**src/rtl/dlx_fetch_queue.sv**
```systemverilog
// DLX instruction-fetch engine: issues ROM fetches with wait-state support and
// buffers {pc, instr} pairs in a DEPTH-entry queue ahead of decode.
module dlx_fetch_queue #(
    parameter int unsigned     XLEN     = 32,
    parameter int unsigned     DEPTH    = 4,
    parameter int unsigned     PC_STEP  = 4,
    parameter logic [XLEN-1:0] RESET_PC = '0
) (
    input  logic                     clk,
    input  logic                     reset_n,
    output logic [XLEN-1:0]          i_address,
    output logic                     i_req,
    input  logic                     i_data_valid,
    input  logic [XLEN-1:0]          i_data_read,
    input  logic                     redirect_valid,
    input  logic [XLEN-1:0]          redirect_pc,
    output logic                     dec_valid,
    input  logic                     dec_ready,
    output logic [XLEN-1:0]          dec_instr,
    output logic [XLEN-1:0]          dec_pc,
    output logic [$clog2(DEPTH):0]   count
);

    localparam int unsigned PW = (DEPTH > 1) ? $clog2(DEPTH) : 1;
    localparam int unsigned CW = $clog2(DEPTH) + 1;

    localparam logic [1:0] ST_BOOT = 2'd0;
    localparam logic [1:0] ST_RUN  = 2'd1;
    localparam logic [1:0] ST_FULL = 2'd2;

    typedef struct packed {
        logic [XLEN-1:0] pc;
        logic [XLEN-1:0] instr;
    } entry_t;

    logic [1:0]      state_q, state_d;
    logic [XLEN-1:0] fetch_pc_q, fetch_pc_d;
    logic [CW-1:0]   count_q, count_d;
    logic [PW-1:0]   wr_ptr_q, wr_ptr_d;
    logic [PW-1:0]   rd_ptr_q, rd_ptr_d;
    entry_t          mem_q [DEPTH];
    entry_t          mem_d [DEPTH];
    logic            push;
    logic            pop;

    // Handshake qualifiers: redirect masks both request and decode-valid combinationally.
    assign i_req     = (state_q == ST_RUN) && !redirect_valid;
    assign dec_valid = (count_q != '0) && !redirect_valid;
    assign push      = i_req && i_data_valid;
    assign pop       = dec_valid && dec_ready;

    assign i_address = fetch_pc_q;
    assign count     = count_q;
    assign dec_instr = mem_q[rd_ptr_q].instr;
    assign dec_pc    = mem_q[rd_ptr_q].pc;

    // Next-state: queue bookkeeping, fetch PC and FSM.
    always_comb begin
        state_d    = state_q;
        fetch_pc_d = fetch_pc_q;
        count_d    = count_q;
        wr_ptr_d   = wr_ptr_q;
        rd_ptr_d   = rd_ptr_q;
        mem_d      = mem_q;

        if (redirect_valid) begin
            count_d    = '0;
            wr_ptr_d   = '0;
            rd_ptr_d   = '0;
            fetch_pc_d = redirect_pc;
        end else begin
            if (push) begin
                mem_d[wr_ptr_q] = '{pc: fetch_pc_q, instr: i_data_read};
                wr_ptr_d        = wr_ptr_q + PW'(1);
                fetch_pc_d      = fetch_pc_q + XLEN'(PC_STEP);
            end
            if (pop) begin
                rd_ptr_d = rd_ptr_q + PW'(1);
            end
            count_d = count_q + CW'(push) - CW'(pop);
        end

        // FULL is decided on the post-edge count so a full queue never sees i_req.
        case (state_q)
            ST_BOOT: state_d = ST_RUN;
            ST_RUN:  if (count_d == CW'(DEPTH)) state_d = ST_FULL;
            ST_FULL: if (count_d < CW'(DEPTH))  state_d = ST_RUN;
            default: state_d = ST_BOOT;
        endcase
    end

    always_ff @(posedge clk or negedge reset_n) begin
        if (!reset_n) begin
            state_q    <= ST_BOOT;
            fetch_pc_q <= RESET_PC;
            count_q    <= '0;
            wr_ptr_q   <= '0;
            rd_ptr_q   <= '0;
            for (int i = 0; i < int'(DEPTH); i++) begin
                mem_q[i] <= '0;
            end
        end else begin
            state_q    <= state_d;
            fetch_pc_q <= fetch_pc_d;
            count_q    <= count_d;
            wr_ptr_q   <= wr_ptr_d;
            rd_ptr_q   <= rd_ptr_d;
            for (int i = 0; i < int'(DEPTH); i++) begin
                mem_q[i] <= mem_d[i];
            end
        end
    end

endmodule

```
**config.mk**
```make
export PLATFORM = sky130hd
export DESIGN_NAME = dlx_fetch_queue
export DESIGN_NICKNAME = d
export VERILOG_FILES = /design/src/rtl/dlx_fetch_queue.sv
export SDC_FILE = /design/constraint.sdc
export NUM_CORES = 1
export LEC_CHECK = 0
export ABC_AREA = 1
export BUFFER_PORTS_ARGS = -buffer_cell sky130_fd_sc_hd__buf_4
export CAP_MARGIN = 5
export CORE_UTILIZATION = 53
export CTS_CLUSTER_SIZE = 16
export DETAILED_ROUTE_END_ITERATION = 12
export PLACE_DENSITY = 0.78
export SLEW_MARGIN = 5
export SYNTH_ARGS = -nofsm -noshare
export SYNTH_HDL_FRONTEND = slang
export SYNTH_SLANG_ARGS = --single-unit
export TNS_END_PERCENT = 30
```
**constraint.sdc**
```tcl
create_clock -name clk -period 2.4 [get_ports clk]
set_input_delay 0.24 -clock clk [delete_from_list [all_inputs] [get_ports clk]]
set_output_delay 0.24 -clock clk [all_outputs]
set_load 0.01 [all_outputs]
```
==> results.json, run 1 <==
{
  "fin_skew_ns": 0.01210,
  "status": "complete, no violations",
  "crit_buf_inv": 3,
  "io_buffer_count": 169,
  "cp.depth": 5,
  "reg2reg_from": "count[0]",
  "min-delay-start": "i_data_read[31]",
  "grtUsageMet2": 0.4564,
  "critPathTopFamily": "buffers and inverters",
  "hold_viol": 0,
  "ys_warn_count": 0,
  "p_comb_frac": 0.397,
  "cts_buffers": 31,
  "place_area_mm2": 0.01534,
  "htree_levels": 1,
  "fmax_mhz": 429.5,
  "netlist_area_mm2": 0.01409,
  "syn-num-nets": 1697,
  "whs_ns": 0.02371,
  "final_cell_area_mm2": 0.01699,
  "crit_slowest_cell": "dfrtp_4",
  "maxCapViolCount": 0,
  "synth_seq_cells": 297,
  "synthTopCellsByCount": "nand2_1, dfrtp_1, o21ai_0",
  "swShare": 0.3754,
  "dieWidth_um": 165.1,
  "worstSetupPathType": "flop to primary output",
  "fin_crit_ns": 2.328,
  "synth-seq-area-share": 0.5273,
  "synth_edf_count": 0,
  "wl_per_cell_um": 17.09,
  "routed_wl_mm": 36.92,
  "grt_busiest_layer": "met2",
  "powerDensity_mw_per_mm2": 1266,
  "muxShareOfSynthArea": 0,
  "synth_xor_area_frac": 0.003728,
  "drive_above_1_share": 0.1973,
  "grt_usage": 0.2772,
  "gp_congestion": 0.8673,
  "first_pass_iters": 5,
  "peakVddDrop_v": 0.0008213,
  "synth_flop_cell": "dfrtp_1",
  "synth_adder_area_share": 0.007634,
  "crit_arrival_ns": 2.09,
  "dp_hpwl_mm": 21.90,
  "p_total_mw": 21.50,
  "maxSlewHeadroom": 0.3482,
  "die_area_mm2": 0.02725,
  "vias": 12240,
  "clkPwrFrac": 0.215,
  "row_count": 59,
  "synth_top_area_frac": 0.5273,
  "synth-compound-area-share": 0.2099,
  "cts_max_path_buffers": 3,
  "synthCells": 1620,
  "grt_use_met3": 0.05445,
  "diodes": 0,
  "drc": 0,
  "synth_simple_gate_area_share": 0.1717,
  "clock-root-buffer": "clkbuf_16",
  "r2r_end": "state_q[1]",
  "vias_per_cell": 5.667,
  "ant_nets": 0,
  "end_kind": "primary output",
  "grtUsageMet1": 0.3777,
  "path_cells": "clkinv_8 > buf_12 > nor2_1 > o22ai_1 > buf_4",
  "synth_cell_type_count": 31,
  "synth_most_common_cell": "nand2_1",
  "insertion_delay_ns": 0.56,
  "p_leak_nw": 8.209,
  "worst_pin_slew_ns": 0.9778,
  "final.setup.tns_ns": 0,
  "pwr-share-seq": 0.387,
  "netlist_top_cells_area": "dfrtp_1, nand2_1, o21ai_0, o21ai_2, nor2_1",
  "grt_pass1_vias": 11840,
  "coreArea_mm2": 0.02606,
  "netSwitchingPower_mw": 8.069,
  "avgSynthCellArea_um2": 8.700,
  "fillCellCount": 2137,
  "min_path_cells": 3,
  "min_period_over_period": 0.9701,
  "final_nets": 1886,
  "r2r_slack_ns": 0.12,
  "drtIter0Drc": 1229,
  "setup_viol": 0,
  "grt.overflow.total": 0,
  "critPathMaxFanout": 39,
  "startpoint_type": "flop",
  "power.internal_mw": 13.43,
  "cts_tree": "yes",
  "initial_core_util": 0.5409,
  "cts.clk_slew.worst_paths_ns": 0.06,
  "reg2regPathDepth": 13,
  "die_h_um": 165.1,
  "slowest_delay_ns": 0.57,
  "syn_to_final_growth_pct": 20.51,
  "synth_top_family_by_area": "compound AO/OA/AOI/OAI gates",
  "synth_top_area_cell": "dfrtp_1",
  "hp-class": "primary input to flop",
  "hold_end": "mem_q[223]",
  "cp.required_ns": 2.16,
  "pin_count": 170,
  "async_flop_share": 1.000,
  "drv_slew": 0,
  "antenna_found_initial": 0,
  "grt_max_degree": 85,
  "finish.utilization": 0.6518,
  "grt_pass1_wl_mm": 59.96,
  "cts_sinks": 297
}
worst max path at each step:
stage | startpoint | endpoint | slack, ns
2_1_floorplan | state_q[1] | state_q[0] | 0.12
3_3_place_gp | count[1] | state_q[0] | 0.22
3_5_place_dp | count[1] | state_q[1] | 0.09
4_1_cts | rd_ptr_q[0] | dec_pc[12] | 0.01
5_1_grt | state_q[1] | state_q[0] | -0.02
6_report | rd_ptr_q[0] | dec_pc[12] | 0.07
tightest hold or removal path, stage by stage:
cell     delay, ns
buf_4         0.08
inv_1         0.07
o21ai_1       0.14
stage by stage:
stage          setup slack [ns]  cells
2_1_floorplan            0.1239   1620
3_3_place_gp             0.2218   2046
3_5_place_dp            0.08573   2046
4_1_cts                 0.01217   2157
5_1_grt                -0.01918   2160
6_report                0.07172   2160
sequential cells by signal, indices dropped and copies added (netlist names):
signal     cells
mem_q        256
wr_ptr_q       2
state_q        2
i_address     32
count          3
rd_ptr_q       2
cells in the final DEF, fill, tap and decap left out, types with 3 or more instances in the layout:
cell type / netlist / final
buf_4: 1 / 194
ha_1: 7 / 7
o21ai_0: 212 / 212
clkbuf_1: 44 / 9
nor2_1: 175 / 174
buf_12: 0 / 5
xor2_1: 5 / 5
o211ai_1: 3 / 3
dlygate4sd3_1: 0 / 61
nand2_4: 4 / 4
nor2_2: 3 / 4
nand2_2: 3 / 3
nand2_1: 379 / 378
dfrtp_1: 297 / 294
inv_1: 88 / 82
nor3_1: 3 / 3
clkbuf_16: 0 / 31
o21ai_1: 102 / 102
bufinv_16: 0 / 3
o21ai_2: 91 / 91
a21oi_1: 5 / 5
clkbuf_8: 1 / 3
nand3_1: 44 / 44
inv_2: 3 / 7
a22oi_1: 17 / 17
o22ai_1: 64 / 64
area by class of cell:
cell class / instances / area (um^2) / share of cell area
sequential: 297 / 7438 / 0.4379
multi-input combinational: 1124 / 5567 / 0.3277
clock buffer: 42 / 837.1 / 0.04928
inverter: 91 / 356.6 / 0.02099
timing repair buffer: 264 / 2251 / 0.1325
tap: 335 / 419.2 / 0.02468
clock inverter: 7 / 117.6 / 0.006924
cell families after synthesis:
group | Yosys count
and+or+nand+nor | 614
adders and majority gates | 8
AOI/OAI and AO/OA | 496
xor gates and xnor gates | 6
buffers and inverters | 199
DFF | 297
metal layers:
metal | wire length [um] | share of wire
met3 | 2873 | 0.078
met2 | 17500 | 0.47
met4 | 742 | 0.020
met5 | 0 | 0
met1 | 15800 | 0.43
power groups by stage:
stage | registers (mW) | clock network [mW] | logic, mW
after CTS | 8.30 | 4.70 | 8.50
after detailed placement | 8.33 | 0 | 8.24
final | 8.33 | 4.62 | 8.55
after global routing | 8.58 | 4.89 | 9.51
after floorplan | 8.08 | 0 | 5.28
after global placement | 8.23 | 0 | 8.02
timing repair:
| action | CTS | global route |
|---|---|---|
| pin swaps | 0 | 1 |
| setup endpoints to repair | 28 | 9 |
| gates resized for setup | 5 | 10 |
| hold buffers | 61 | 0 |
| setup buffers | 0 | 3 |
| endpoints found under the hold margin | 171 | 0 |
| cloned | 1 | 0 |
No activity file was read; power rests on OpenSTA's default activity.
==> inputs of run 2 (changes only) <==
Settings changed: HOLD_SLACK_MARGIN from default to 0.1, SETUP_SLACK_MARGIN from default to 0.3.
==> run 2 against run 1 <==
Design area is 9.4% higher. Non-clock buffer count rose by 44. Clock skew down 0.0049 ns. Total power increased by 14%. Worst hold slack better by 0.21 ns. Global-route usage grew 2.3 points. Combinational power is 29% higher. Core utilization up 6.1 points. Register-to-register slack is essentially flat. Critical endpoint is now state_q[0]. Highest routed layer unchanged.
==> results.json, run 2 (same netlist as run 1, synthesis figures left out) <==
{
  "worstSetupPathType": "flop to flop",
  "routed_wl_mm": 42.83,
  "io_buffer_count": 169,
  "ant_nets": 0,
  "maxCapViolCount": 0,
  "syn_to_final_growth_pct": 31.83,
  "cts_tree": "yes",
  "top_register": "mem_q",
  "drv_slew": 0,
  "r2r_end": "state_q[0]",
  "clock-root-buffer": "clkbuf_16",
  "p_leak_nw": 8.836,
  "multi_input_area_mm2": 0.006080,
  "drive_above_1_share": 0.2650,
  "vias_per_cell": 5.827,
  "die_area_mm2": 0.02725,
  "die_h_um": 165.1,
  "htree_levels": 1,
  "hold_viol": 0,
  "cts_sinks": 297,
  "drtIter0Drc": 1424,
  "rsz0062_at_grt": "true",
  "hp-class": "primary input to asynchronous set/reset pin",
  "crit_arrival_ns": 2.72,
  "drc": 0,
  "slowest_delay_ns": 0.52,
  "p_total_mw": 24.56,
  "cp.required_ns": 2.85,
  "cts_max_path_buffers": 3,
  "startpoint_type": "flop",
  "final_nets": 1933,
  "first_pass_iters": 6,
  "cts.clk_slew.worst_paths_ns": 0.06,
  "end_kind": "flop",
  "final.setup.tns_ns": 0,
  "crit_buf_inv": 4,
  "setup_viol": 0,
  "fin_skew_ns": 0.007226,
  "coreArea_mm2": 0.02606,
  "cts_buffers": 31,
  "fillCellCount": 1860,
  "seq_area_mm2": 0.007437,
  "fmax_mhz": 440.2,
  "insertion_delay_ns": 0.56,
  "largest_reg_flops": 256,
  "row_count": 59,
  "grt_usage": 0.2999,
  "critPathMaxFanout": 2,
  "status": "complete, no violations",
  "grt.overflow.total": 0,
  "gp_congestion": 0.8972,
  "grt_pass1_vias": 12110,
  "initial_core_util": 0.5409,
  "min_period_over_period": 0.9466,
  "peakVddDrop_v": 0.001022,
  "fin_crit_ns": 2.272,
  "final_cell_mix": "nand2_1, dfrtp_1, buf_4",
  "dp_hpwl_mm": 21.52,
  "layout_commonest_cell": "nand2_1",
  "pin_count": 170,
  "crit_slowest_cell": "fa_1",
  "reg2regPathDepth": 14,
  "powerDensity_mw_per_mm2": 1322,
  "wl_per_cell_um": 19.34,
  "antenna_found_initial": 0,
  "grt_pass1_wl_mm": 63.67,
  "reg2reg_from": "count[0]",
  "dieWidth_um": 165.1,
  "maxSlewHeadroom": 0.6205,
  "worst_pin_slew_ns": 0.5692,
  "critPathTopFamily": "adder cells",
  "vias": 12900,
  "r2r_slack_ns": 0.13,
  "diodes": 0,
  "path_cells": "inv_2 > nand3_2 > nand3_4 > inv_4 > ha_4 > inv_4 > ha_4 > inv_2 > fa_1 > nor2_2 > nor2_1 > nand2_1 > nand2_1 > nand2_1",
  "crit_top_cell": "nand2_1",
  "grt_max_degree": 97
}
-- run 2: cell count changes in the layout (fill, tap and decap cells not counted), moves of 11 or more --
cell | before | now
nor2_2 | 4 | 19
buf_16 | 2 | 13
o21ai_0 | 212 | 169
buf_6 | 0 | 12
o22ai_1 | 64 | 39
nor2_1 | 174 | 150
o22ai_2 | 0 | 25
o21ai_2 | 91 | 115
buf_12 | 5 | 16
-- run 2: layout make-up --
| type | count | share of cell area |
|---|---|---|
| Tap cell | 335 | 0.02256 |
| Timing Repair Buffer | 308 | 0.1706 |
| Sequential cell | 297 | 0.4002 |
| Clock inverter | 9 | 0.009360 |
| Inverter | 91 | 0.01959 |
| Clock buffer | 47 | 0.04875 |
| Timing Repair inverter | 3 | 0.001683 |
| Multi-Input combinational cell | 1124 | 0.3272 |
-- run 2: power by group --
| part | total, mW | internal, mW | leakage (nW) | switching (mW) |
|---|---|---|---|---|
| logic | 11.0 | 4.99 | 4.47 | 5.98 |
| clock network | 5.07 | 3.12 | 0.530 | 1.95 |
| registers | 8.52 | 7.09 | 3.83 | 1.43 |
| total | 24.6 | 15.2 | 8.84 | 9.37 |
-- run 2: worst max path at each step --
stage,startpoint,endpoint,slack (ns),cells past startpoint
floorplan,state_q[1],state_q[0],0.30,15
global placement,count[1],state_q[0],0.20,14
detailed placement,count[1],state_q[1],0.11,14
CTS,rd_ptr_q[0],dec_instr[0],0.22,5
global route,count[0],state_q[0],0.009,14
finish,count[0],state_q[0],0.13,14
-- run 2: repair_timing --
| item | in CTS | in global routing |
|---|---|---|
| resized for setup | 87 | 112 |
| gates cloned | 12 | 11 |
| setup endpoints to repair | 66 | 68 |
| setup buffers | 18 | 6 |
| hold buffers | 66 | 0 |
| hold endpoints to repair | 223 | 0 |
| pin swaps | 18 | 34 |
-- run 2: through the flow --
step	cell area, um^2	std cells	utilization	hold slack (ns)	setup WS, ns
floorplan	14110	1620	-	-0.05559	0.2959
global placement	15440	2045	0.5926	0.2491	0.2033
detailed placement	15440	2045	0.5926	0.2423	0.1119
CTS	17900	2197	0.6869	0.1596	0.2176
global route	18580	2214	0.7131	0.2743	0.009249
finish	18580	2214	0.7131	0.2314	0.1281
-- run 2: layer usage --
layer | track usage | vias up | part of all wire
li1 | - | 5898 | -
met5 | 0 | - | 0
met1 | 0.4089 | 6275 | 0.40
met4 | 0.09675 | 0 | 0.031
met2 | 0.4886 | 618 | 0.48
met3 | 0.05020 | 111 | 0.087
